## src/rtl/block_controller.sv

```systemverilog
// block_controller: Breakout game-level sequencer.
// Gathers per-block hit/alive/bottom flags, arbitrates simultaneous hits down
// to a single winner, pulses a kill to it, requests ball bounces, keeps a
// saturating score and runs the IDLE/PLAY/WON/LOST game state.
//
// Ports:
//   clock, reset       clock; asynchronous active-low reset
//   start              level, starts/resumes play from IDLE
//   hit_v/hit_ud/hit_lr per-block hit flag, top/bottom face, left/right face
//   exist_v            per-block alive flag
//   endgame_v          per-block "reached bottom" flag
//   hit_lava           ball fell below the paddle
//   kill               one-hot one-cycle clear pulse to the winning block
//   grant_idx          index of the last granted block
//   bounce_v/bounce_h  one-cycle ball direction inversion requests
//   score              accumulated points (saturating)
//   game_state         0 IDLE, 1 PLAY, 2 WON, 3 LOST
//   endgame            high while game_state is LOST
//
// Optional feature: define BLOCK_CTRL_RR_EN for round-robin arbitration
// (default is fixed lowest-index priority).
module block_controller #(
    parameter int unsigned N_BLOCKS = 8,
    parameter int unsigned HOLDOFF  = 4,
    parameter int unsigned SCORE_W  = 10,
    parameter int unsigned POINTS   = 1
) (
    input  logic                                         clock,
    input  logic                                         reset,
    input  logic                                         start,
    input  logic [N_BLOCKS-1:0]                          hit_v,
    input  logic [N_BLOCKS-1:0]                          hit_ud,
    input  logic [N_BLOCKS-1:0]                          hit_lr,
    input  logic [N_BLOCKS-1:0]                          exist_v,
    input  logic [N_BLOCKS-1:0]                          endgame_v,
    input  logic                                         hit_lava,
    output logic [N_BLOCKS-1:0]                          kill,
    output logic [((N_BLOCKS > 1) ? $clog2(N_BLOCKS) : 1)-1:0] grant_idx,
    output logic                                         bounce_v,
    output logic                                         bounce_h,
    output logic [SCORE_W-1:0]                           score,
    output logic [1:0]                                   game_state,
    output logic                                         endgame
);

    localparam int unsigned IDX_W = (N_BLOCKS > 1) ? $clog2(N_BLOCKS) : 1;
    localparam int unsigned CNT_W = $clog2(HOLDOFF);

    typedef enum logic [2:0] {
        S_IDLE,
        S_ARM,
        S_HOLD,
        S_WON,
        S_LOST
    } state_e;

    state_e               state_q, state_d;
    logic [CNT_W-1:0]     cnt_q, cnt_d;
    logic [N_BLOCKS-1:0]  kill_q, kill_d;
    logic [IDX_W-1:0]     grant_q, grant_d;
    logic                 bv_q, bv_d;
    logic                 bh_q, bh_d;
    logic [SCORE_W-1:0]   score_q, score_d;
    logic [1:0]           gs_q, gs_d;
    logic                 eg_q, eg_d;

    logic [N_BLOCKS-1:0]  hv;
    logic [N_BLOCKS-1:0]  ev;
    logic [IDX_W-1:0]     win_idx;
    logic [SCORE_W:0]     score_sum;

    // Only live blocks may hit or end the game
    assign hv = hit_v & exist_v;
    assign ev = endgame_v & exist_v;

    // Extra carry bit detects overflow for saturation
    assign score_sum = (SCORE_W+1)'(score_q) + (SCORE_W+1)'(SCORE_W'(POINTS));

`ifdef BLOCK_CTRL_RR_EN
    logic [IDX_W-1:0] ptr_q, ptr_d;

    // Round-robin: scan from ptr+1 upward with wrap; the first set bit wins
    always_comb begin
        win_idx = '0;
        for (int k = int'(N_BLOCKS) - 1; k >= 0; k--) begin
            if (hv[(int'(ptr_q) + 1 + k) % int'(N_BLOCKS)]) begin
                win_idx = IDX_W'((int'(ptr_q) + 1 + k) % int'(N_BLOCKS));
            end
        end
    end
`else
    // Fixed priority: lowest set index wins
    always_comb begin
        win_idx = '0;
        for (int k = int'(N_BLOCKS) - 1; k >= 0; k--) begin
            if (hv[k]) begin
                win_idx = IDX_W'(k);
            end
        end
    end
`endif

    // Next-state and registered-output logic
    always_comb begin
        state_d = state_q;
        cnt_d   = cnt_q;
        kill_d  = '0;
        grant_d = grant_q;
        bv_d    = 1'b0;
        bh_d    = 1'b0;
        score_d = score_q;
`ifdef BLOCK_CTRL_RR_EN
        ptr_d   = ptr_q;
`endif
        case (state_q)
            S_IDLE: begin
                if (start) state_d = S_ARM;
            end
            S_ARM: begin
                if (|ev) begin
                    state_d = S_LOST;
                end else if (hit_lava) begin
                    state_d = S_IDLE;
                end else if (|hv) begin
                    kill_d  = N_BLOCKS'(1) << win_idx;
                    grant_d = win_idx;
                    bv_d    = hit_ud[win_idx];
                    bh_d    = hit_lr[win_idx];
                    score_d = score_sum[SCORE_W] ? '1 : score_sum[SCORE_W-1:0];
                    cnt_d   = CNT_W'(HOLDOFF - 1);
`ifdef BLOCK_CTRL_RR_EN
                    ptr_d   = win_idx;
`endif
                    state_d = S_HOLD;
                end
            end
            S_HOLD: begin
                // Hits are ignored; the counter reaching zero ends the holdoff
                if (|ev) begin
                    state_d = S_LOST;
                end else if (hit_lava) begin
                    state_d = S_IDLE;
                end else if (cnt_q == '0) begin
                    state_d = (exist_v == '0) ? S_WON : S_ARM;
                end else begin
                    cnt_d = cnt_q - CNT_W'(1);
                end
            end
            S_WON:   state_d = S_WON;
            S_LOST:  state_d = S_LOST;
            default: state_d = S_IDLE;
        endcase

        case (state_d)
            S_ARM, S_HOLD: gs_d = 2'd1;
            S_WON:         gs_d = 2'd2;
            S_LOST:        gs_d = 2'd3;
            default:       gs_d = 2'd0;
        endcase
        eg_d = (state_d == S_LOST);
    end

    always_ff @(posedge clock or negedge reset) begin
        if (!reset) begin
            state_q <= S_IDLE;
            cnt_q   <= '0;
            kill_q  <= '0;
            grant_q <= '0;
            bv_q    <= 1'b0;
            bh_q    <= 1'b0;
            score_q <= '0;
            gs_q    <= 2'd0;
            eg_q    <= 1'b0;
`ifdef BLOCK_CTRL_RR_EN
            // N_BLOCKS-1 makes the first search start at index 0
            ptr_q   <= IDX_W'(N_BLOCKS - 1);
`endif
        end else begin
            state_q <= state_d;
            cnt_q   <= cnt_d;
            kill_q  <= kill_d;
            grant_q <= grant_d;
            bv_q    <= bv_d;
            bh_q    <= bh_d;
            score_q <= score_d;
            gs_q    <= gs_d;
            eg_q    <= eg_d;
`ifdef BLOCK_CTRL_RR_EN
            ptr_q   <= ptr_d;
`endif
        end
    end

    assign kill       = kill_q;
    assign grant_idx  = grant_q;
    assign bounce_v   = bv_q;
    assign bounce_h   = bh_q;
    assign score      = score_q;
    assign game_state = gs_q;
    assign endgame    = eg_q;

endmodule

```

## config.mk

```make
export PLATFORM = sky130hd
export DESIGN_NAME = block_controller
export DESIGN_NICKNAME = d
export VERILOG_FILES = /design/src/rtl/block_controller.sv
export SDC_FILE = /design/constraint.sdc
export NUM_CORES = 1
export LEC_CHECK = 0
export CORE_MARGIN = 3
export CORE_UTILIZATION = 43
export DETAILED_ROUTE_END_ITERATION = 10
export HOLD_SLACK_MARGIN = 0.08
export PLACE_DENSITY_LB_ADDON = 0.15
export SLEW_MARGIN = 20
export SYNTH_ARGS = -nofsm -noshare
export SYNTH_HDL_FRONTEND = slang
export SYNTH_SLANG_ARGS = --single-unit
```

## constraint.sdc

```tcl
create_clock -name clock -period 2 [get_ports clock]
set_input_delay 0.4 -clock clock [delete_from_list [all_inputs] [get_ports clock]]
set_output_delay 0.4 -clock clock [all_outputs]
set_load 0.01 [all_outputs]
```

* Word-level counts from Yosys, hierarchy flattened
Cells that the tools add are included.
** Storage, ports and cells
- Flip-flop bits (word level) :: 31
- Bits in latches :: 0
- RAM bits :: 0
- Memory bits (read-only) :: 0
- Input bits :: 44
- Logic and storage cells :: 82
- Memories kept :: 0
** Cells by class
- $add $sub $neg :: 2
- Multipliers :: 0
- Divide/modulo/power cells :: 0
- Magnitude comparators :: 1
- Eq/ne operators :: 14
- Shift operators :: 1
- Multiplexer cells :: 42
- Bitwise logic cells :: 4
- Reductions and logical operators :: 9
** Operators with widths (number)
- 2-to-1 mux 3 bit :: 15
- 2-to-1 mux 8 bit :: 4
- bitwise AND 8 bit :: 2
- OR reduction 8 bit :: 2
- one-hot mux 3 bit (5 select lines) :: 1
- 2-to-1 mux 2 bit :: 7
- == test 3 x 2 -> 1 bit, second input constant :: 4
- != test 2 bit, second input constant :: 6
- adder 10 x 1 -> 11 bit, second input constant :: 1
- 2-to-1 mux 1 bit :: 10
- 2-to-1 mux 10 bit :: 1
- logical NOT 8 bit :: 1
- left shift 1 x 3 -> 8 bit, first input constant :: 1
- AND reduction 7 bit :: 1
- binary-select mux 1 bit (select 3 bit) :: 2
- == test 3 x 1 -> 1 bit, second input constant :: 2
- == test 3 bit, second input constant :: 2
- one-hot mux 2 bit (3 select lines) :: 1
- < comparator 3 x 4 -> 1 bit, second input constant :: 1
- one-hot mux 2 bit (2 select lines) :: 1
- AND reduction 4 bit :: 1
- logical NOT 3 bit :: 1
- logical NOT 2 bit :: 1
- NOT 1 bit :: 2
- other kinds (3) :: 3

* Longest topological paths before layout
Gate-level depths: netlist of the first run.
- Word-level depth :: 15
- Mapped depth :: 7

* Worst setup path before layout of the first run
Ideal clock, no wire load.
- Kind :: in2reg
- Start :: in exist_v[6]
- End :: reg cnt_q[0]
- Library setup time :: 0.127 ns
- Arrival time :: 1.889 ns
- Data required time :: 1.873 ns
- Setup slack :: -0.017 ns
- Stages :: 6
- Path buffers :: 0
- Cells stage by stage :: a221oi_2 nand4b_4 or3b_4 a31oi_4 nand2b_2 mux2_1
** On the way
- Longest elaborated chain between the ends :: 4
- Elaborated cells between the ends (all ways) :: 8
- Those cells by class :: eq/ne (3); bitwise (2); reduce/logical (3)
** Ends and longest elaborated chain
- start: declaration :: line 34 : input logic [N_BLOCKS-1:0] exist_v,
- bitwise AND 8 bit (on tied branches) :: line 73, 74
- OR reduction 8 bit (on tied branches) :: line 124, 120, 139
- != test 2 bit (no line)
- AND reduction 7 bit (no line) (*)
- end signal: assignment :: line 180 : cnt_q <= cnt_d;
- end: declaration :: line 58 : logic [CNT_W-1:0] cnt_q, cnt_d;
Every way passes the cells marked *; elsewhere a longest branch is shown, timed or not.
A chain may end at the register's enable or synchronous reset.

* Worst setup path after layout of the first run
- Start :: in exist_v[5]
- End :: reg bh_q (netlist: bounce_h)
** On the way
- Longest elaborated chain between the ends :: 13
- Elaborated cells between the ends (all ways) :: 16
- Those cells by class :: mux (12); bitwise (2); reduce/logical (2)
** Ends and longest elaborated chain
- bitwise AND 8 bit :: line 73 : assign hv = hit_v & exist_v;
- 2-to-1 mux 3 bit (6 in a row) :: line 96 : if (hv[k]) begin
- binary-select mux 1 bit (select 3 bit) :: line 128 : bh_d = hit_lr[win_idx];
- 2-to-1 mux 1 bit (implied by the code) :: line 128
- 2-to-1 mux 1 bit :: line 124 : end else if (|hv) begin
- 2-to-1 mux 1 bit :: line 122 : end else if (hit_lava) begin
- 2-to-1 mux 1 bit (*) :: line 120 : if (|ev) begin
- 2-to-1 mux 1 bit (*) :: line 115 : case (state_q)
- via bh_d :: line 62 : logic bh_q, bh_d;
- end signal: assignment :: line 184 : bh_q <= bh_d;
- end: declaration :: line 62
Mark *: on every way through the listed nets, which the timed path passes. The rest lies on a longest branch. The select of a mux whose other input is x is not followed.

==> impl_metrics.tcl, run 1 <==
set metrics [dict create \
    yosysWarnings 0 \
    drt_iter0_drc 147 \
    setup_ws_ns -0.0326 \
    via_count 1943 \
    irDropWorstVdd_v 0.000337 \
    htreeDepth 2 \
    track_usage_pct 22.5 \
    cp_max_fo 4 \
    cp-startpoint "exist_v[5]" \
    drv_cap 0 \
    grt_pass1_vias 1953 \
    grt_pass1_wl_um 8720 \
    ys.flop_type "dfrtp_1" \
    power.density_nw_per_um2 679 \
    crit_type "in -> reg" \
    seq_area_frac_synth_pct 44.1 \
    die_area_um2 4890 \
    hp-class "in -> async" \
    clk_latency_ns 0.28 \
    yosys_register_bits 31 \
    instances_no_fill 348 \
    dpl.cell_count 334 \
    async_flop_share_pct 100 \
    worstMarginPinSlew_ns 0.383 \
    yosys.area.top_type "dfrtp_1" \
    netlist_top_cells_area "dfrtp_1, nand2_1, a22oi_1" \
    failed_checks "setup timing" \
    cp_data_arrival_time_ns 2.18 \
    place.gp.congestion 0.837 \
    antenna_found_initial 0 \
    overflow 0 \
    setup_viol 1 \
    timing.slew.headroom_pct 74.5 \
    timing.rr.start "state_q[2]" \
    die_w_um 69.9 \
    start_util_pct 46.3 \
    fmax_mhz 492 \
    dp_hpwl_um 4000 \
    fin_crit_ns 2.03 \
    rows 22 \
    regToRegEndpoint "score[8]" \
    numClockSinks 31 \
    syn_inst 183 \
    numCtsBuffers 5 \
    required_ns 2.15 \
    p_leak_uw 0.00139 \
    netlist-cell-type-count 52 \
    start_kind "input pin" \
    die_h_um 69.9 \
    synth_fp_nets 229 \
    hold-worst-slack_ns 0.507 \
    hold_viol_final 0 \
    cts_root_buf "clkbuf_8" \
    drcViolationCount 0 \
    drive_above_1_share_pct 28.3 \
    final_nets 345 \
    end_kind "flop" \
    synth_enable_flop_cells 0 \
    first_pass_iters 4 \
    final_area_um2 3020 \
    totalWireLength_um 5590 \
    synth_area_per_cell_um2 9.61 \
    synth_area_um2 1760 \
    grt_start_max_net_pins 32 \
    cts_tree "done" \
    drt-wirelength-per-cell_um 16.1 \
    place_area_um2 2790 \
    clk_transition_reported_paths_ns 0.07 \
    syn_to_final_growth_pct 71.5 \
    skew_ns 0.00435 \
    synth_top_area_share_pct 44.1 \
    vias_per_cell 5.58 \
    io_buffers 69 \
    ant_nets 0 \
    r2r_cells 6 \
    clk_path_buf_depth 2 \
    rrSetupSlack_ns 0.23 \
    status "finished, violations left" \
    antennaDiodeCount 0 \
    min_period_over_period_pct 102 \
    core-area_um2 3800 \
    ios 70 \
    drv_slew 0 \
]
-- stage by stage --
stage	total power [uW]	setup slack (ns)	utilization, %	TNS (ns)
global route	2160	-0.0732	79.4	-0.142
finish	2050	-0.0326	79.4	-0.0326
floorplan	1110	0.00779	-	0
detailed placement	1510	-0.589	73.4	-11.66
global placement	1490	-0.525	73.4	-10.26
CTS	2020	0.00383	77.8	0
-- area by class of cell --
cell class / instances / area [um^2]
Clock buffer: 5 / 68.8
Clock inverter: 3 / 15.0
Fill cell: 272 / 783
Inverter: 9 / 33.8
Multi-Input combinational cell: 139 / 1070
Sequential cell: 31 / 776
Tap cell: 48 / 60.1
Timing Repair Buffer: 113 / 987
-- Yosys cell counts, types with 2 or more instances --
cell type,instances
xnor2_1,2
a22oi_1,7
clkbuf_1,3
nand2_1,29
and2_1,4
o31ai_1,2
nor3_1,6
dfrtp_1,31
nand4_1,3
o21ai_0,3
a21o_1,3
or2_2,2
nand2b_1,3
xor2_1,4
nor2b_1,2
a211o_1,2
nor4_1,2
nand3_1,5
a22o_1,5
o2111ai_1,3
a21oi_1,6
a31oi_1,3
mux2_1,2
nor2_1,12
mux2i_1,2
and3_1,2
inv_1,9
ha_1,2
-- how the worst max path moves through the flow --
stage                     endpoint  slack (ns)  cells past startpoint
after global placement    cnt_q[0]       -0.52                      7
after CTS                 cnt_q[1]       0.004                      7
final                     bounce_h       -0.03                      8
after detailed placement  cnt_q[1]       -0.59                      7
after global routing      bounce_h       -0.07                      8
after floorplan           cnt_q[0]       0.008                      6
-- power breakdown --
part	total, uW	switching [uW]	internal (uW)
Sequential	843	110	733
Clock	470	233	237
Combinational	736	325	411
Total	2050	668	1380
-- kinds of logic (layout without fill, tap and decap cells) --
logic type      count (synthesis)  after routing  share of synthesized area [%]
flops                          31             31                           44.1
xor+xnor                        6              6                           2.99
mux                             5              5                           3.06
fa+ha+maj                       2              2                           1.42
compound gates                 46             46                           21.5
buf+inv                        13            130                           2.85
simple gates                   80             80                           24.1
-- sequential cells by signal (all words and copies together), names as in the netlist --
name and cells:
score 10, kill 8, grant_idx 3, state_q 3, cnt_q 2, game_state 2
bounce_h 1, bounce_v 1, endgame 1
-- cell usage in the layout (no fill, tap or decap), types with 5 or more instances in the layout --
| master | Yosys | layout |
|---|---|---|
| clkdlybuf4s50_1 | 0 | 44 |
| nand3_1 | 5 | 5 |
| buf_4 | 0 | 43 |
| clkbuf_2 | 0 | 5 |
| clkbuf_8 | 0 | 5 |
| nand2_1 | 29 | 28 |
| a22oi_2 | 1 | 5 |
| a21oi_1 | 6 | 5 |
| inv_1 | 9 | 9 |
| a22o_1 | 5 | 5 |
| dfrtp_1 | 31 | 31 |
| nor2_1 | 12 | 12 |
| nor3_1 | 6 | 6 |
| dlygate4sd2_1 | 0 | 15 |
-- layer usage --
| metal | track usage (%) | vias to the layer above | part of all wire (%) |
|---|---|---|---|
| li1 | - | 912 | - |
| met1 | 25.3 | 911 | 39 |
| met2 | 39.8 | 100 | 50 |
| met3 | 5.18 | 20 | 7.2 |
| met4 | 11.1 | 0 | 3.6 |
| met5 | 0 | - | 0 |
-- what timing repair did --
action / 4_1_cts / 5_1_grt
hold buffers: 0 / 0
resized for setup: 41 / 22
pin swaps: 15 / 11
hold endpoints to repair: 0 / 0
setup buffers: 5 / 1
endpoints found under the setup margin: 22 / 12
-- worst max-delay path, cell delays in order --
cell             delay (ns)
clkdlybuf4s15_1        0.24
a22o_1                 0.28
o21ai_1                0.17
buf_4                  0.14
mux2_2                 0.35
o311ai_4               0.29
a22o_1                 0.19
o221ai_1               0.11
Note: power is estimated with default switching activity, not from simulation.
==> run 2, diff against run 1 <==
--- a/config.mk
+++ b/config.mk
@@ -5,12 +5,15 @@
 export SDC_FILE = /design/constraint.sdc
 export NUM_CORES = 1
 export LEC_CHECK = 0
+export CELL_PAD_IN_SITES_DETAIL_PLACEMENT = 1
+export CELL_PAD_IN_SITES_GLOBAL_PLACEMENT = 1
 export CORE_MARGIN = 3
-export CORE_UTILIZATION = 43
+export CORE_UTILIZATION = 32
 export DETAILED_ROUTE_END_ITERATION = 10
 export HOLD_SLACK_MARGIN = 0.08
 export PLACE_DENSITY_LB_ADDON = 0.15
-export SLEW_MARGIN = 20
+export SLEW_MARGIN = 10
 export SYNTH_ARGS = -nofsm -noshare
 export SYNTH_HDL_FRONTEND = slang
 export SYNTH_SLANG_ARGS = --single-unit
+export TNS_END_PERCENT = 5
==> impl_metrics.tcl, run 2 (same netlist as run 1, synthesis figures left out) <==
set metrics [dict create \
    register_area_um2 776 \
    irDropWorstVdd_v 0.000321 \
    track_usage_pct 19.7 \
    hp-start "grant_idx[0]" \
    via_count 1927 \
    crit_type "in -> reg" \
    dp_hpwl_um 4640 \
    core-area_um2 5200 \
    cts_root_buf "clkbuf_8" \
    clk_transition_reported_paths_ns 0.06 \
    skew_ns 0.00498 \
    clk_path_buf_depth 2 \
    die_area_um2 6420 \
    clk_latency_ns 0.27 \
    die_w_um 80.1 \
    timing.rr.start "state_q[2]" \
    drcViolationCount 0 \
    pwr-share-comb_pct 36.9 \
    hold_end "grant_idx[0]" \
    final_cell_mix "clkdlybuf4s50_1, buf_4, dfrtp_1" \
    io_buffers 69 \
    setup_tns_ns 0 \
    syn_to_final_growth_pct 74.3 \
    whs_path_depth 2 \
    rrSetupSlack_ns 0.26 \
    fill_cells 601 \
    final_nets 347 \
    antennaDiodeCount 0 \
    required_ns 2.15 \
    drt-wirelength-per-cell_um 16.0 \
    p_int_uw 1390 \
    largest_reg_flops 10 \
    die_h_um 80.1 \
    antenna_found_initial 0 \
    power_frac_clock_pct 22.1 \
    totalWireLength_um 5940 \
    numCtsBuffers 5 \
    power.density_nw_per_um2 663 \
    hp-class "reg -> reg" \
    end_kind "flop" \
    swShare_pct 31.3 \
    ios 70 \
    min_period_over_period_pct 99.6 \
    p_seq_share_pct 41.0 \
    fmax_mhz 502 \
    regToRegEndpoint "score[8]" \
    grt_pass1_vias 2047 \
    setup_viol 0 \
    overflow 0 \
    worstMarginPinSlew_ns 0.389 \
    grt_pass1_wl_um 9780 \
    vias_per_cell 5.18 \
    hold_viol_final 0 \
    cp_max_fo 3 \
    status "completed" \
    timing.slew.headroom_pct 74.1 \
    cp-startpoint "hit_v[0]" \
    first_pass_iters 4 \
    drive_above_1_share_pct 29.8 \
    fin_crit_ns 1.99 \
    cp_data_arrival_time_ns 2.15 \
    start_kind "input pin" \
    p_leak_uw 0.00139 \
    p_switching_uw 636 \
    ant_nets 0 \
    r2r_cells 6 \
    drv_cap 0 \
    grt_start_max_net_pins 32 \
    drv_slew 0 \
    htreeDepth 2 \
    place.gp.congestion 0.808 \
    hold-worst-slack_ns 0.483 \
    numClockSinks 31 \
    multi_input_area_um2 1090 \
    rsz0062_at_grt "yes" \
    start_util_pct 33.8 \
    rows 26 \
    drt_iter0_drc 63 \
    cts_tree "done" \
]
-- run 2: power groups by stage --
| stage | clock, uW | combinational, uW | sequential, uW |
|---|---|---|---|
| 2_1_floorplan | 0 | 265 | 843 |
| 4_1_cts | 463 | 744 | 834 |
| 5_1_grt | 515 | 826 | 848 |
| 3_3_place_gp | 0 | 665 | 835 |
| 3_5_place_dp | 0 | 688 | 843 |
| 6_report | 449 | 749 | 832 |
-- run 2: worst max path at each step --
stage	endpoint	slack, ns	cells after the start
final	cnt_q[0]	0.009	7
after global routing	cnt_q[0]	-0.04	8
after CTS	cnt_q[0]	0.003	7
after detailed placement	bounce_h	-0.66	7
after global placement	cnt_q[1]	-0.57	7
after floorplan	cnt_q[0]	0.008	6
-- run 2: cell type report --
type                       instances  area share [%]
multi-input combinational        139            35.7
timing repair buffer             115            32.3
sequential                        31            25.3
tap                               70            2.86
clock buffer                       7            2.49
inverter                           9            1.10
clock inverter                     1           0.163
-- run 2: critical path, stage by stage --
cell             delay, ns
clkdlybuf4s50_1       0.48
a22oi_2               0.07
and4_4                0.20
or3b_4                0.38
a31oi_4               0.22
nand2b_4              0.09
mux2_4                0.30
-- run 2: through the flow --
| stage | cells | util, % | cell area, um^2 | setup slack (ns) | power, uW |
|---|---|---|---|---|---|
| floorplan | 183 | - | 1770 | 0.00779 | 1110 |
| global placement | 355 | 54.0 | 2810 | -0.567 | 1500 |
| detailed placement | 355 | 54.0 | 2810 | -0.663 | 1530 |
| CTS | 370 | 58.9 | 3060 | 0.00295 | 2040 |
| global route | 372 | 58.9 | 3060 | -0.0375 | 2190 |
| finish | 372 | 58.9 | 3060 | 0.00854 | 2030 |
-- run 2: per-layer routing --
metal  track usage (%)  wire length (um)
met4              6.25               126
met5                 0                 0
met3              4.37               266
met2              34.4              3090
met1              23.9              2460
-- run 2: repair_timing --
item                       4_1_cts  5_1_grt
pin swaps                       15        8
setup buffers                    7        2
resized for setup               59       11
hold buffers                     0        0
setup endpoints to repair       20       14
==> run 3, diff against run 2 <==
--- a/config.mk
+++ b/config.mk
@@ -5,6 +5,7 @@
 export SDC_FILE = /design/constraint.sdc
 export NUM_CORES = 1
 export LEC_CHECK = 0
+export CAP_MARGIN = 20
 export CELL_PAD_IN_SITES_DETAIL_PLACEMENT = 1
 export CELL_PAD_IN_SITES_GLOBAL_PLACEMENT = 1
 export CORE_MARGIN = 3
@@ -12,8 +13,8 @@
 export DETAILED_ROUTE_END_ITERATION = 10
 export HOLD_SLACK_MARGIN = 0.08
 export PLACE_DENSITY_LB_ADDON = 0.15
+export REMOVE_ABC_BUFFERS = 1
 export SLEW_MARGIN = 10
 export SYNTH_ARGS = -nofsm -noshare
 export SYNTH_HDL_FRONTEND = slang
 export SYNTH_SLANG_ARGS = --single-unit
-export TNS_END_PERCENT = 5
==> impl_metrics.tcl, run 3 (same netlist as run 1, synthesis figures left out) <==
set metrics [dict create \
    p_leak_uw 0.00136 \
    grt_pass1_wl_um 9830 \
    hold_viol_final 0 \
    cts_root_buf "clkbuf_8" \
    drive_above_1_share_pct 28.9 \
    fill_cells 595 \
    start_kind "input pin" \
    end_kind "flop" \
    drcViolationCount 0 \
    core-area_um2 5200 \
    timing.rr.start "state_q[2]" \
    clk_path_buf_depth 2 \
    place.gp.congestion 0.802 \
    grt_start_max_net_pins 32 \
    status "completed" \
    final_nets 343 \
    required_ns 2.16 \
    dp_slack_ns -0.671 \
    rows 26 \
    final_core_utilization_pct 58.2 \
    regToRegEndpoint "score[8]" \
    antennaDiodeCount 0 \
    power.density_nw_per_um2 694 \
    die_h_um 80.1 \
    clk_transition_reported_paths_ns 0.06 \
    cts_tree "done" \
    fmax_mhz 511 \
    numCtsBuffers 5 \
    skew_ns 0.00228 \
    via_count 1889 \
    r2r_cells 6 \
    clk_latency_ns 0.28 \
    cp-startpoint "exist_v[0]" \
    worstMarginPinSlew_ns 0.384 \
    io_buffers 69 \
    drv_cap 0 \
    dp_hpwl_um 4660 \
    largest_reg_flops 10 \
    die_area_um2 6420 \
    final_cell_mix "clkdlybuf4s50_1, buf_4, dfrtp_1" \
    ant_nets 0 \
    numClockSinks 31 \
    cp_data_arrival_time_ns 2.12 \
    vias_per_cell 5.13 \
    irDropWorstVdd_v 0.000322 \
    die_w_um 80.1 \
    antenna_found_initial 0 \
    power.total_uw 2100 \
    grt_pass1_vias 2080 \
    rrSetupSlack_ns 0.26 \
    first_pass_iters 4 \
    start_util_pct 33.8 \
    cp_max_fo 5 \
    fin_crit_ns 1.96 \
    min_period_over_period_pct 97.8 \
    timing.slew.headroom_pct 74.4 \
    rsz0062_at_grt "no" \
    overflow 0 \
    syn_to_final_growth_pct 72.4 \
    setup_ws_ns 0.0444 \
    htreeDepth 2 \
    hp-class "reg -> reg" \
    totalWireLength_um 5960 \
    track_usage_pct 19.7 \
    drt-wirelength-per-cell_um 16.2 \
    ios 70 \
    layout_commonest_cell "clkdlybuf4s50_1" \
    setup_viol 0 \
    drt_iter0_drc 41 \
    crit_type "in -> reg" \
    drv_slew 0 \
    critical_path.endpoint "cnt_q[1]" \
]
run 3: cell count changes in the layout (fill, tap and decap cells not counted), sizes merged:
| cell | change |
|---|---|
| clkdlybuf4s50 | -1 |
| buf | -3 |
| dlymetal6s2s | +1 |
| clkinv | -1 |
| dlygate4sd2 | -3 |
| clkdlybuf4s15 | +3 |
run 3: where the power goes:
| part | total [uW] | switching (uW) | internal [uW] | leakage (uW) |
|---|---|---|---|---|
| clock network | 539 | 226 | 314 | 0.0000515 |
| logic | 730 | 327 | 403 | 0.000899 |
| registers | 833 | 100 | 733 | 0.000414 |
| total | 2100 | 653 | 1450 | 0.00136 |
run 3: area by class of cell:
cell class / instances / area (um^2) / share of cell area, %
Inverter: 9 / 33.8 / 1.11
Sequential cell: 31 / 776 / 25.6
Clock buffer: 8 / 100 / 3.30
Tap cell: 70 / 87.6 / 2.89
Multi-Input combinational cell: 139 / 1070 / 35.3
Timing Repair Buffer: 111 / 965 / 31.8
run 3: per-stage QoR:
step / hold slack, ns / instance area (um^2) / TNS [ns] / instances
after floorplan: 0.104 / 1740 / -0.0334 / 179
after global placement: 0.465 / 2790 / -10.56 / 354
after detailed placement: 0.484 / 2790 / -12.33 / 354
after CTS: 0.495 / 3000 / 0 / 366
after global routing: 0.541 / 3030 / 0 / 368
final: 0.497 / 3030 / 0 / 368
run 3: critical path: stages:
cell and delay [ns]:
clkdlybuf4s15_2 0.23, a22o_1 0.25, nand4b_4 0.20, or3b_4 0.41, a31oi_4 0.23, nand2b_4 0.09, mux2_4 0.30
run 3: worst min path at each step:
stage	start	endpoint	slack [ns]	cells after the start
floorplan	reset	bounce_h	0.10	0
global placement	grant_idx[0]	grant_idx[0]	0.46	2
detailed placement	grant_idx[0]	grant_idx[0]	0.48	2
CTS	grant_idx[0]	grant_idx[0]	0.49	2
global route	grant_idx[0]	grant_idx[0]	0.54	2
finish	grant_idx[0]	grant_idx[0]	0.50	2
run 3: routing by layer:
layer	global-route usage, %	share of wire [%]
met2	38.2	54
met5	0	0
met4	3.04	0.65
met1	22.4	41
met3	3.81	4.6
run 3: repair_timing:
| action | in CTS | in global routing |
|---|---|---|
| cloned | 0 | 0 |
| pin swaps | 13 | 8 |
| endpoints found under the setup margin | 22 | 13 |
| buffers inserted | 4 | 2 |
| resized for setup | 57 | 16 |
| hold buffers | 0 | 0 |
